[src/rtl/mem_drop_ctrl.sv]
// Memory-response drop sequencer: tracks in-flight requests, converts a squash
// pulse into the exact number of response drops, and stalls requests at the limit.
module mem_drop_ctrl #(
  parameter int p_max_outstanding = 4,
  parameter int p_cnt_nbits       = 3,
  parameter int p_stat_nbits      = 16
) (
  input  logic                    clk,
  input  logic                    reset,
  input  logic                    squash,
  input  logic                    proc_req_val,
  output logic                    proc_req_rdy,
  output logic                    mem_req_val,
  input  logic                    mem_req_rdy,
  input  logic                    resp_val,
  input  logic                    resp_rdy,
  output logic                    drop,
  output logic [p_cnt_nbits-1:0]  outstanding,
  output logic                    draining,
  output logic [p_stat_nbits-1:0] drop_total,
  output logic                    err_underflow
);

  typedef enum logic [1:0] {
    S_IDLE  = 2'd0,
    S_BUSY  = 2'd1,
    S_DRAIN = 2'd2
  } state_t;

  state_t                  state_q, state_d;
  logic [p_cnt_nbits-1:0]  out_cnt_q, out_cnt_d;
  logic [p_cnt_nbits-1:0]  drop_cnt_q, drop_cnt_d;
  logic [p_stat_nbits-1:0] drop_total_q, drop_total_d;
  logic                    err_q, err_d;

  logic full;
  logic req_go;
  logic resp_go;
  logic underflow;

  // Gating uses only the registered count, so a same-cycle response never
  // lifts the stall and there is no path from resp_* to proc_req_rdy.
  always_comb begin
    full         = (out_cnt_q == p_cnt_nbits'(p_max_outstanding));
    mem_req_val  = proc_req_val && !full;
    proc_req_rdy = mem_req_rdy && !full;
    req_go       = mem_req_val && mem_req_rdy;
    resp_go      = resp_val && resp_rdy;
    underflow    = resp_go && (out_cnt_q == '0) && !req_go;
    drop         = squash || (drop_cnt_q != '0);
  end

  always_comb begin
    out_cnt_d    = out_cnt_q;
    drop_cnt_d   = drop_cnt_q;
    drop_total_d = drop_total_q;
    err_d        = err_q | underflow;

    if (!underflow) begin
      out_cnt_d = out_cnt_q + p_cnt_nbits'(req_go) - p_cnt_nbits'(resp_go);
    end

    // A squash re-targets the drain at everything still in flight after this
    // cycle, including a request issued alongside it.
    if (squash) begin
      drop_cnt_d = out_cnt_d;
    end else if (resp_go && (drop_cnt_q != '0)) begin
      drop_cnt_d = drop_cnt_q - 1'b1;
    end

    if (resp_go && drop && (drop_total_q != '1)) begin
      drop_total_d = drop_total_q + 1'b1;
    end
  end

  always_comb begin
    state_d = S_IDLE;
    if (drop_cnt_d != '0) begin
      state_d = S_DRAIN;
    end else if (out_cnt_d != '0) begin
      state_d = S_BUSY;
    end
  end

  always_ff @(posedge clk) begin
    if (reset) begin
      state_q      <= S_IDLE;
      out_cnt_q    <= '0;
      drop_cnt_q   <= '0;
      drop_total_q <= '0;
      err_q        <= 1'b0;
    end else begin
      state_q      <= state_d;
      out_cnt_q    <= out_cnt_d;
      drop_cnt_q   <= drop_cnt_d;
      drop_total_q <= drop_total_d;
      err_q        <= err_d;
    end
  end

  assign outstanding   = out_cnt_q;
  assign draining      = (state_q == S_DRAIN);
  assign drop_total    = drop_total_q;
  assign err_underflow = err_q;

endmodule

[config.mk]
export PLATFORM = sky130hd
export DESIGN_NAME = mem_drop_ctrl
export DESIGN_NICKNAME = d
export VERILOG_FILES = /design/src/rtl/mem_drop_ctrl.sv
export SDC_FILE = /design/constraint.sdc
export NUM_CORES = 1
export LEC_CHECK = 0
export CAP_MARGIN = 0
export CORE_AREA = 2 2 54 66
export CTS_CLUSTER_DIAMETER = 60
export CTS_CLUSTER_SIZE = 25
export DETAILED_ROUTE_END_ITERATION = 10
export DIE_AREA = 0 0 56 68
export PLACE_DENSITY = 0.7
export SYNTH_ARGS = -nofsm -noshare
export SYNTH_HDL_FRONTEND = slang
export SYNTH_SLANG_ARGS = --single-unit
[constraint.sdc]
create_clock -name clk -period 3.6 [get_ports clk]
set_input_delay 0.72 -clock clk [delete_from_list [all_inputs] [get_ports clk]]
set_output_delay 0.72 -clock clk [all_outputs]
set_load 0.03 [all_outputs]
# Word level (Yosys, flattened, before mapping)
# Index checks and enable logic that the tools add are counted.
[op_classes]
order_cmp = 0
shift = 0
reduce_logical = 17
bitwise_logic = 1
div_mod_pow = 0
n_eq_ne = 3
n_mul = 0
n_addsub = 4
mux = 5
[ops]
columns = ["operator", "n"]
rows = [
  ["$add 16x1->16 const B", 1],
  ["$ne 16x16->1 const B", 1],
  ["$logic_and 1x1->1", 9],
  ["$mux 3", 3],
  ["$reduce_bool 3->1", 3],
  ["$add 3x1->3", 1],
  ["$eq 3x3->1 const B", 1],
  ["$logic_not 3->1", 1],
  ["$sub 3x1->3", 1],
  ["$sub 3x1->3 const B", 1],
  ["$eq 2x2->1 const B", 1],
  ["$logic_not 1->1", 2],
  ["$mux 2", 1],
  ["$reduce_or 2->1", 1],
  ["$logic_or 1x1->1", 1],
  ["$mux 1", 1],
  ["$or 1x1->1", 1],
]
[totals]
mem_count = 0
regBits = 25
output_inout_bits = 24
mem_bits_ro = 0
ramBits = 0
latchBits = 0
word_cells = 36
input_bits = 7

# Depth between registers and ports, before layout
# Gate-level depths: netlist of the first run.
[logic_depth]
depth_word = 10
ltp_mapped = 12

# Worst setup path after synthesis of the first run
# OpenSTA, ideal clock, no wires.
[synth_path]
path_type = "register to register"
startpoint = "reg out_cnt_q[1], in the netlist outstanding[1]"
endpoint = "reg state_q[0]"
stages_incl_launch_ff = 13
slack_ps = -3
arrival_time_ps = 3499
synth_period_minus_slack_ps = 3603
setup_ps = 103
cell_sequence = "dfxtp_1 nor2_1 a21boi_0 nand2_1 ha_1 inv_1 ha_1 fa_1 xnor2_1 xnor2_2 o22a_1 nand3_1 a2111oi_2"
[synth_via]
elab_chain_len = 10
elab_cells_between_ends = 16
[synth_rtl]
columns = ["element", "line", "rtl"]
rows = [
  ["start, declared", "31", "logic [p_cnt_nbits-1:0] out_cnt_q, out_cnt_d;"],
  ["start signal, assigned", "94", "out_cnt_q <= out_cnt_d;"],
  ["$eq 3x3->1 *", "44", "full = (out_cnt_q == p_cnt_nbits'(p_max_outstanding));"],
  ["$logic_not 1->1 *", "45", "mem_req_val = proc_req_val && !full;"],
  ["$logic_and 1x1->1 *", "45", ""],
  ["named net mem_req_val", "13", "output logic mem_req_val,"],
  ["$logic_and 1x1->1 *", "47", "req_go = mem_req_val && mem_req_rdy;"],
  ["$add 3x1->3 / $logic_not 1->1 (equally long branches)", "60, 49", ""],
  ["$sub 3x1->3 / $logic_and 1x1->1 (equally long branches)", "60, 49", ""],
  ["$mux 3 *", "59", "if (!underflow) begin"],
  ["$mux 3", "65", "if (squash) begin"],
  ["$reduce_bool 3->1", "78", "if (drop_cnt_d != '0) begin"],
  ["$reduce_or 2->1 (no line)", "-", ""],
  ["end signal, assigned", "93", "state_q <= state_d;"],
  ["end, declared", "30", "state_t state_q, state_d;"],
]
# The timed path passes the listed nets; every way through them passes the cells marked *.
# A chain may end at the register's enable or synchronous reset.

# Worst setup path in the final report of the first run
[layout_path]
startpoint = "in proc_req_val"
endpoint = "reg state_q[0]"
[layout_via]
elab_chain_len = 8
elab_cells_between_ends = 12
[layout_rtl]
columns = ["element", "line", "rtl"]
rows = [
  ["start, declared", "11", "input logic proc_req_val,"],
  ["$logic_and 1x1->1 *", "45", ""],
  ["$logic_and 1x1->1 *", "47", ""],
  ["$add 3x1->3 / $logic_not 1->1 (equally long branches)", "60, 49", ""],
  ["$sub 3x1->3 / $logic_and 1x1->1 (equally long branches)", "60, 49", ""],
  ["$mux 3 *", "59", ""],
  ["$mux 3", "65", ""],
  ["$reduce_bool 3->1", "78", ""],
  ["$reduce_or 2->1 (no line)", "-", ""],
]
# Mark *: on every way between the ends. The rest lies on a longest branch, timed or not.

==> results of run 1 <==
## metrics by stage
stage | cell area, µm² | hold slack (ns) | setup WS [ns] | instances | util
detailed placement | 1670 | 0.473 | 0.0708 | 216 | 0.519
finish | 1720 | 0.491 | 0.370 | 220 | 0.533
CTS | 1720 | 0.501 | 0.350 | 220 | 0.533
global route | 1720 | 0.551 | 0.195 | 220 | 0.533
floorplan | 1370 | 0.523 | 0.255 | 154 | -
global placement | 1670 | 0.463 | 0.185 | 216 | 0.519
## critical path, delay by kind of cell
kind | cells | cell delay (ns)
and+or+nand+nor | 2 | 0.18
buffers and inverters | 2 | 0.51
AOI/OAI and AO/OA | 3 | 0.75
xor gates and xnor gates | 2 | 0.40
adders and majority gates | 3 | 0.83
## cell families (layout without fill, tap and decap cells)
family	after synthesis	in the layout	synth area share
buf+inv	13	42	0.0548
xor+xnor	14	14	0.0951
compound gates	23	23	0.133
simple gates	71	71	0.277
flops	25	25	0.366
fa+ha+maj	6	6	0.0603
mux	2	2	0.0146
## layout make-up
cell class,instances,area [µm²],area share
tap,37,46.3,0.0269
multi-input combinational,116,793,0.461
sequential,25,500,0.291
timing repair buffer,31,308,0.179
clock buffer,4,45.0,0.0262
inverter,7,26.3,0.0153
## placed cells by master, fill, tap and decap left out, types with 2 or more instances in the layout
| master | instances |
|---|---|
| o21ai_0 | 2 |
| nand3_1 | 5 |
| ha_1 | 5 |
| clkbuf_8 | 3 |
| a31oi_1 | 3 |
| a21oi_1 | 4 |
| nor2b_1 | 2 |
| nor2_1 | 26 |
| and2_1 | 2 |
| mux2i_1 | 2 |
| nand4_1 | 4 |
| nor4_1 | 4 |
| and4_4 | 2 |
| o211ai_1 | 2 |
| inv_1 | 6 |
| clkdlybuf4s50_1 | 30 |
| dfxtp_1 | 25 |
| and3_1 | 4 |
| nor3_1 | 4 |
| or3_1 | 2 |
| nand2_1 | 10 |
| xor2_1 | 4 |
| xnor2_1 | 9 |
## flip-flops by register name (all words and copies together) (netlist names)
signal and cells:
drop_total 16, drop_cnt_q 3, outstanding 3, state_q 2
err_underflow 1
## power by group through the flow
stage	clock, mW	sequential, mW	combinational (mW)
5_1_grt	0.177	0.342	0.357
4_1_cts	0.169	0.337	0.331
3_5_place_dp	0	0.343	0.329
2_1_floorplan	0	0.366	0.211
3_3_place_gp	0	0.343	0.321
6_report	0.164	0.336	0.328
## worst paths after layout
| check | endpoint | slack, ns | start |
|---|---|---|---|
| hold / removal | err_underflow | 0.49 | err_underflow |
| setup reg to reg | state_q[0] | 0.70 | outstanding[1] |
| setup / recovery | state_q[0] | 0.37 | proc_req_val |
| hold reg to reg | err_underflow | 0.49 | err_underflow |
## metal layers
layer,track usage,vias up,wire (µm)
met3,0.0378,2,146
met5,0,-,0
met2,0.310,34,1470
met1,0.183,581,1230
li1,-,598,-
met4,0.0536,0,19
==> run metrics, run 1 <==
status=complete, no violations; post-synthesis sequential area ratio=0.366; Post-route DRC=0; Yosys cell types=44; starting density of the core=0.425; hpwl dp=2220 µm; P_sw=0.296 mW; CTS sink count=25; Crit. End Element=flop; via count=1,215; most frequent CP cell=ha_1; first-pass GRT wire length=5030 µm; ys async rst share=0; Worst R2R Path Depth=12; root buffer cell=clkbuf_8; cell with the most instances after synthesis=nor2_1; H-tree depth=1; Std-Cell Rows=23; total grt overflow=0; Commonest cells post-synth=nor2_1 (26), dfxtp_1 (25), nand2_1 (10); All-Layer GR Usage=0.164; syn_nets=167; clock power share=0.198; synth warn=0; Max-Slew Margin vs Limit=0.411; vias in the first global route=1,186; CTS clk-pin slew, worst paths=0.08 ns; clk buf depth=2; Layout Skew=0.00320 ns; ys flop type=dfxtp_1; ANT cells=0; Detail Route Antenna Nets=0; Final period util=0.897; Cell Pwr Density=482 mW/mm²; Yosys top cell area share=0.366; largest net degree at the start of global routing=25; post-cts resize count=0; count of final setup violators=0; Hold Crit Class=reg2reg; Max VDD drop=0.360 mV; # port buffers=30; Final Wtd Congestion=0.779; power share of the combinational group=0.396; area leader, netlist=dfxtp_1; Hold Fails Final Rpt=0; main area contributors after synthesis=dfxtp_1 (37%), nor2_1 (7.1%), xnor2_1 (5.8%); Nets=197; Critical Path AT=3.39 ns; DRT iter0 DRCs=57; Crit-path slowest cell=clkdlybuf4s50_1; DR pass1 iterations=4; unrepaired setup endpoints after global routing=false; core area=0.00322 mm²; Die ar.=0.00381 mm²; share of cells above drive strength 1=0.0874; switching part of the total=0.357; synthesized instance count=154; IO Pins=31; Tightest Pin Transition=0.881 ns; Die W=56 µm; initial antenna violation count=0; cells along the critical path=clkdlybuf4s50_1, a21boi_1, nand2_1, ha_1, inv_1, ha_1, fa_1, xnor2_1, xnor2_2, o22a_1, nand3_1, a2111oi_2; Post-synth EDFFs=0; Area growth syn-to-layout=25.6%; Die H=68 µm; Seq cells post-synth=25; WP data required=3.76 ns; Tot Pwr=0.828 mW; CTS tree=yes; highest clock rate=0.310 GHz; Leak=0.608 nW; hold buffers post-CTS=0; minimum clock period=3.23 ns; Cell Area, Synth=0.00137 mm²; Pint=0.533 mW; WL/cell=13.1 µm; max-slew violations=0; Worst Hold Depth=2; Setup TNS=0 ns; post-DR vias/cell=5.52; Worst-Skew Late Latency=0.26 ns; # fillers=320; Max FO, Critical Path=3; Crit path largest cell delay=0.47 ns; max_cap viols=0; Avg Inst Size Synth=8.89 µm²; crit path launch type=input pin; post-CTS setup buffers=0; WS Path Type=in2reg; drt total wl=2870 µm; CTS Buf Count=3; Flop pwr share=0.406
Note: power is estimated with default switching activity, not from simulation.
==> inputs of run 2 (changes only) <==
SLEW_MARGIN = 10   (was unset)
TNS_END_PERCENT = 5   (was unset)
==> results of run 2 <==
Final layout, timing and power as in run 1 (identical DEF).
